$ cat config.mk
export PLATFORM = sky130hd
export DESIGN_NAME = ppm_symbolizer
export DESIGN_NICKNAME = d
export VERILOG_FILES = /design/src/rtl/ppm_pkg.sv /design/src/rtl/ppm_symbolizer.sv
export SDC_FILE = /design/constraint.sdc
export NUM_CORES = 1
export LEC_CHECK = 0
export BUFFER_PORTS_ARGS = -buffer_cell sky130_fd_sc_hd__buf_2
export CORE_MARGIN = 4
export CORE_UTILIZATION = 57
export CTS_BUF_LIST = sky130_fd_sc_hd__clkbuf_4 sky130_fd_sc_hd__clkbuf_8
export DETAILED_ROUTE_END_ITERATION = 10
export PLACE_DENSITY_LB_ADDON = 0.25
export SYNTH_ARGS = -nofsm -noshare
export SYNTH_HDL_FRONTEND = slang
export SYNTH_SLANG_ARGS = --single-unit
$ cat constraint.sdc
create_clock -name clk -period 1.8 [get_ports clk]
set_clock_uncertainty 0.2 [all_clocks]
set_input_delay 0.09 -clock clk [delete_from_list [all_inputs] [get_ports clk]]
set_output_delay 0.09 -clock clk [all_outputs]
set_load 0.1 [all_outputs]
$ cat src/rtl/ppm_pkg.sv
// Shared constants and helpers for the 4-PPM transmit path.
// The state encoding is one-hot, matching the encoder.
package ppm_pkg;

    localparam int PPM_SYM_CYCLES    = 128;
    localparam int PPM_SYMS_PER_BYTE = 4;

    typedef enum logic [2:0] {
        ST_IDLE   = 3'b001,
        ST_LAUNCH = 3'b010,
        ST_BUSY   = 3'b100
    } ppm_state_e;

    // Advance the symbol shift register by one 2-bit symbol; vacated bits fill with 0.
    function automatic logic [7:0] ppm_shift2(input logic [7:0] sr, input logic msb_first);
        return msb_first ? {sr[5:0], 2'b00} : {2'b00, sr[7:2]};
    endfunction

endpackage

$ cat src/rtl/ppm_symbolizer.sv
// Splits bytes into four 2-bit PPM symbols for the 4-PPM encoder.
// The block paces itself on the encoder's ppm_done and can prepend a preamble per burst.
module ppm_symbolizer
    import ppm_pkg::*;
#(
    parameter bit         MSB_FIRST   = 1'b1,
    parameter bit         PREAMBLE_EN = 1'b0,
    parameter logic [7:0] PREAMBLE    = 8'hE4
) (
    input  logic       clk,
    input  logic       rst_n,
    input  logic [7:0] s_data,
    input  logic       s_valid,
    output logic       s_ready,
    output logic [1:0] ppm_code,
    output logic       ppm_strobe,
    input  logic       ppm_done,
    output logic       busy
);

    ppm_state_e state_q, state_d;
    logic [7:0] sr_q, sr_d;
    logic [2:0] sym_left_q, sym_left_d;
    logic [7:0] buf_q, buf_d;
    logic       buf_vld_q, buf_vld_d;

    always_ff @(posedge clk or negedge rst_n) begin
        if (!rst_n) begin
            state_q    <= ST_IDLE;
            sr_q       <= 8'h00;
            sym_left_q <= 3'd0;
            buf_q      <= 8'h00;
            buf_vld_q  <= 1'b0;
        end else begin
            state_q    <= state_d;
            sr_q       <= sr_d;
            sym_left_q <= sym_left_d;
            buf_q      <= buf_d;
            buf_vld_q  <= buf_vld_d;
        end
    end

    always_comb begin
        state_d    = state_q;
        sr_d       = sr_q;
        sym_left_d = sym_left_q;
        buf_d      = buf_q;
        buf_vld_d  = buf_vld_q;

        unique case (state_q)
            ST_IDLE: begin
                if (buf_vld_q) begin
                    // With a preamble the data byte stays buffered until the preamble drains.
                    if (PREAMBLE_EN) begin
                        sr_d = PREAMBLE;
                    end else begin
                        sr_d      = buf_q;
                        buf_vld_d = 1'b0;
                    end
                    sym_left_d = 3'(PPM_SYMS_PER_BYTE);
                    state_d    = ST_LAUNCH;
                end
            end
            ST_LAUNCH: begin
                state_d = ST_BUSY;
            end
            ST_BUSY: begin
                if (ppm_done) begin
                    if (sym_left_q > 3'd1) begin
                        sr_d       = ppm_shift2(sr_q, MSB_FIRST);
                        sym_left_d = sym_left_q - 3'd1;
                    end else if (buf_vld_q) begin
                        sr_d       = buf_q;
                        buf_vld_d  = 1'b0;
                        sym_left_d = 3'(PPM_SYMS_PER_BYTE);
                    end else begin
                        sym_left_d = 3'd0;
                        state_d    = ST_IDLE;
                    end
                end
            end
            default: begin
                state_d = ST_IDLE;
            end
        endcase

        // Accept only into an empty buffer, so this never collides with a buffer drain above.
        if (s_valid && !buf_vld_q) begin
            buf_d     = s_data;
            buf_vld_d = 1'b1;
        end
    end

    always_comb begin
        s_ready    = !buf_vld_q;
        ppm_code   = MSB_FIRST ? sr_q[7:6] : sr_q[1:0];
        ppm_strobe = (state_q == ST_LAUNCH) ||
                     ((state_q == ST_BUSY) && ((sym_left_q > 3'd1) || buf_vld_q));
        busy       = (state_q != ST_IDLE);
    end

endmodule

# Word-level counts from Yosys, hierarchy flattened
# Cells that the tools add are included.
[word_totals] ff_bits=23 inputBits=12 output_inout_bits=5 word_cells=46
[classes] n_addsub=1 magnitude_cmp=1 eq_ne=10 mux=18 n_reduce_logical=11
[op_table] operator="3-bit 2-to-1 mux" n=8
[op_table] operator="8-bit 2-to-1 mux" n=3
[op_table] operator="8-bit one-hot mux with 2 select lines" n=1
[op_table] operator="3-bit one-hot mux with 3 select lines" n=1
[op_table] operator="2-bit != test, second input constant" n=4
[op_table] operator="3-bit != test, second input constant" n=2
[op_table] operator="3-bit one-hot mux with 2 select lines" n=1
[op_table] operator="3-bit AND reduction" n=2
[op_table] operator="4-bit AND reduction" n=1
[op_table] operator="3-bit by 1-bit equality test with 1-bit output, second input constant" n=1
[op_table] operator="3-bit by 2-bit equality test with 1-bit output, second input constant" n=1
[op_table] operator="3-bit equality test, second input constant" n=1
[op_table] operator="3-bit by 1-bit greater-than comparator with 1-bit output, second input constant" n=1
[op_table] operator="1-bit 2-to-1 mux" n=3
[op_table] operator="3-bit by 1-bit != test with 1-bit output, second input constant" n=1
[op_table] operator="3-bit nonzero test" n=1
[op_table] operator="3-bit by 1-bit subtractor with 3-bit output, second input constant" n=1
[op_table] operator="1-bit logical AND" n=2
[op_table] operator="1-bit logical OR" n=2
[op_table] operator="1-bit one-hot mux with 2 select lines" n=1
[op_table] operator="2-bit AND reduction" n=1
[op_table] operator="2-bit nonzero test" n=1
[op_table] operator="1-bit zero test" n=1

# Depth between registers and ports, before layout
[logic_depth] ltp_word=5 depth_mapped=6 ltp_nobuf=6

# Worst setup path before layout
# OpenSTA, ideal clock, no wires.
[synth_timing] kind="register to output" startpoint="register sym_left_q[0]" endpoint="output port ppm_strobe" arrival_ps=2487 required_time_ps=1510 slack_ps=-977 path_stages_with_launch=6 n_path_buf=0 cell_sequence="dfrtp_1 -> ha_1 -> o21bai_1 -> nand2_1 -> o21ai_0 -> a21oi_1"
[synth_via] elab_chain_len=4
[synth_rtl] element="start, declared" line="ppm_symbolizer.sv:23" source="logic [2:0] sym_left_q, sym_left_d;"
[synth_rtl] element="start signal, assigned" line="ppm_symbolizer.sv:37" source="sym_left_q <= sym_left_d;"
[synth_rtl] element="3-bit by 1-bit greater-than comparator with 1-bit output" line="ppm_symbolizer.sv:98" source="((state_q == ST_BUSY) && ((sym_left_q > 3'd1) || buf_vld_q));"
[synth_rtl] element="1-bit logical OR" line="ppm_symbolizer.sv:98"
[synth_rtl] element="1-bit logical AND" line="ppm_symbolizer.sv:98"
[synth_rtl] element="1-bit logical OR" line="ppm_symbolizer.sv:97" source="ppm_strobe = (state_q == ST_LAUNCH) ||"
[synth_rtl] element="end, declared" line="ppm_symbolizer.sv:16" source="output logic ppm_strobe,"
# No other way between the ends.

# Worst setup path in the final report
# Ends and elaborated chain as after synthesis.

==> results by group <==
STA
  • Period utilization: 107%
  • RSZ-0062 raised after global routing: true
  • Setup-failing EPs final: 1
  • Worst Max-Slew Pin Slew: 484 ps
  • Final hold vios: 0
  • Highest clock rate: 521 MHz
  • Hold_ws: 33.6 ps
  • Fin crit period: 1920 ps
  • Fin. max-slew vios: 0
  • Slew headroom: 67.8%
  • Setup TNS: -120 ps
  • Post-route setup slack: -120 ps

Drt
  • ANT nets after route: 0
  • DRC violations left: 0
  • Drt pass-1 iters: 4
  • Routed Wire Length: 2.19 mm
  • Drt wl/cell: 14.1 µm
  • Via density: 5.39
  • Vias post-DR: 836
  • DRT iter0 DRCs: 15

Floorplanning
  • Initial Util: 61.5%
  • Die Ht: 51.9 µm
  • Row cnt: 15
  • Core area: 0.00178 mm²
  • Die Wd: 51.9 µm
  • I/O pin count: 17
  • DIE AREA: 0.00269 mm²

Hold path
  • Hold path start: ppm_done
  • Hold endpoint: state_q[0]
  • Hold crit path type: in -> reg
  • Hold depth: 5

GRT
  • GRT Total Usage: 19.9%
  • Number of global-route vias before repair: 923
  • Remaining global-route overflow: 0
  • Initial antenna violation count: 0
  • First-pass GRT wire length: 3.86 mm
  • Largest net degree at the start of global routing: 24

Critical path
  • CP Cell Sequence: ha_2 > o21bai_4 > nand2_2 > o21ai_2 > a21oi_4 > buf_12
  • Peak fanout along the critical path: 3
  • Worst r2r dst: sr_q[4]
  • Reg2Reg Depth: 6
  • Worst path bufs/invs: 1
  • CP startpoint: sym_left_q[0]
  • Worst Path Arrival: 1630 ps
  • CP Launch Type: flip-flop
  • R2r setup slk: 10 ps
  • Crit-path slowest cell: dfrtp_2
  • Worst EP required: 1510 ps
  • Setup CP Type: reg -> out
  • CP endpoint kind: output port
  • Reg2reg start: sym_left_q[0]
  • Cell family with most CP delay: flip-flops
  • Worst path max stage delay: 440 ps

Clocking
  • CTS HTree Levels: 1
  • Clock latency on the worst-skew pair: 320 ps
  • Clock Tree Root: clkbuf_4
  • CTS tree: done
  • Clock tree buffer depth: 2
  • TritonCTS buffer count: 3
  • # clock sinks: 23
  • Clock transition at path regs: 120 ps

Final layout
  • Commonest non-fill, non-tap cell in the layout: dfrtp_1
  • Synthesis-to-layout area growth: 30.0%
  • Ant diodes: 0
  • Share of layout cells above drive strength 1: 38.5%
  • Leading cell types in the layout, fill and taps excluded: 21 x dfrtp_1, 14 x buf_2, 9 x nand2_1, 9 x dlygate4sd3_1
  • Fin nets: 145

Placed design
  • Post-Place Setup Slack: -76.0 ps
  • HPWL after DPL: 1.54 mm
  • Port Buf Inserts: 16
  • Routability Congestion: 0.782

Synthesis
  • Post-synth EDFFs: 0
  • Mapped cell area: 0.00110 mm²
  • Synth Warn #: 0
  • Seq cells post-synth: 23
  • Synthesized Nets: 110
  • Seq/Total Area, Yosys: 52.6%
  • Distinct cells, synth: 32
  • Async S/R FF share, synth: 100%
  • Syn Area/Cell: 11.4 µm²
  • Syn Inst Count: 96
  • Post-synth top flop: dfrtp_1

Pwr
  • Worst VDD drop: 0.00155 V
  • Pwr dens: 1760 mW/mm²
  • Leakage power figure: 0.629 nW

Flow run
  • Max Cap Violations: 0

Outcome
  • Failing checks: setup timing
  • Status: complete, but fails checks
[cell families (layout without fill, tap and decap cells)]
group                      after synthesis  count (layout)  synth area share, %
muxes                                    8               8                 7.99
adders and majority gates                2               2                 2.28
AOI/OAI and AO/OA                       23              23                 17.7
buffers and inverters                   12              46                 4.91
and+or+nand+nor                         28              28                 14.5
DFF                                     23              23                 52.6
[metal layers]
layer / global-route usage [%] / up-vias / share of wire [%]
met2: 36.6 / 18 / 52
met1: 21.3 / 406 / 42
met4: 10.5 / 0 / 2.5
li1: - / 407 / -
met5: 0 / - / 0
met3: 3.44 / 5 / 3.8
[report_power, final]
part           total (mW)  internal [mW]  leakage, nW  switching (mW)
logic                1.35          0.529        0.339           0.824
registers           0.917          0.754        0.272           0.162
clock network       0.244         0.0834       0.0177           0.161
total                2.51           1.37        0.629            1.15
[metrics by stage]
step | utilization (%) | total power, mW | instances | cell area (µm²)
4_1_cts | 78.5 | 2.48 | 153 | 1400
3_3_place_gp | 69.3 | 2.10 | 137 | 1240
3_5_place_dp | 69.3 | 2.16 | 137 | 1240
6_report | 79.9 | 2.51 | 155 | 1430
5_1_grt | 79.9 | 2.68 | 155 | 1430
2_1_floorplan | - | 1.91 | 96 | 1110
[area by class of cell]
class	instances	area, µm²
Sequential cell	23	578
Clock buffer	3	22.5
Timing Repair Buffer	33	251
Inverter	9	33.8
Multi-Input combinational cell	61	503
Fill cell	121	358
Tap cell	25	31.3
Clock inverter	1	5.00
[worst min-delay path: stages]
cell and delay [ps]:
buf_2 110, inv_1 40, o41ai_1 70, a21oi_1 200, nor2_1 60
[how the worst max path moves through the flow]
stage	end	slack, ps	cells after the start
global route	ppm_strobe	-190	7
CTS	ppm_strobe	-140	6
finish	ppm_strobe	-120	6
global placement	ppm_strobe	10	7
floorplan	buf_vld_q	-160	3
detailed placement	ppm_strobe	-80	7
[registers in the layout, summed over array words and instances, names as in the netlist]
register and cells:
state_q 3, buf_q 8, buf_vld_q 1, sym_left_q 3, sr_q 8
[cell usage after synthesis, types with 2 or more instances]
cell | number | area (µm²)
ha_1 | 2 | 25.0
buf_4 | 2 | 15.0
o221a_1 | 4 | 45.0
nor2b_1 | 3 | 18.8
o21ai_0 | 5 | 25.0
mux2_2 | 6 | 67.6
a21oi_1 | 2 | 10.0
nand2_1 | 10 | 37.5
nand2b_1 | 4 | 25.0
dfrtp_1 | 22 | 551
inv_1 | 9 | 33.8
nand3_1 | 3 | 15.0
nor2_1 | 4 | 15.0
mux2i_1 | 2 | 20.0
[timing repair]
action	4_1_cts	5_1_grt
setup buffers	3	2
hold endpoints to repair	31	0
gates resized for setup	7	4
hold buffers	9	0
endpoints found under the setup margin	3	8
pin swaps	3	1
Power figures use the tool's default switching activity.
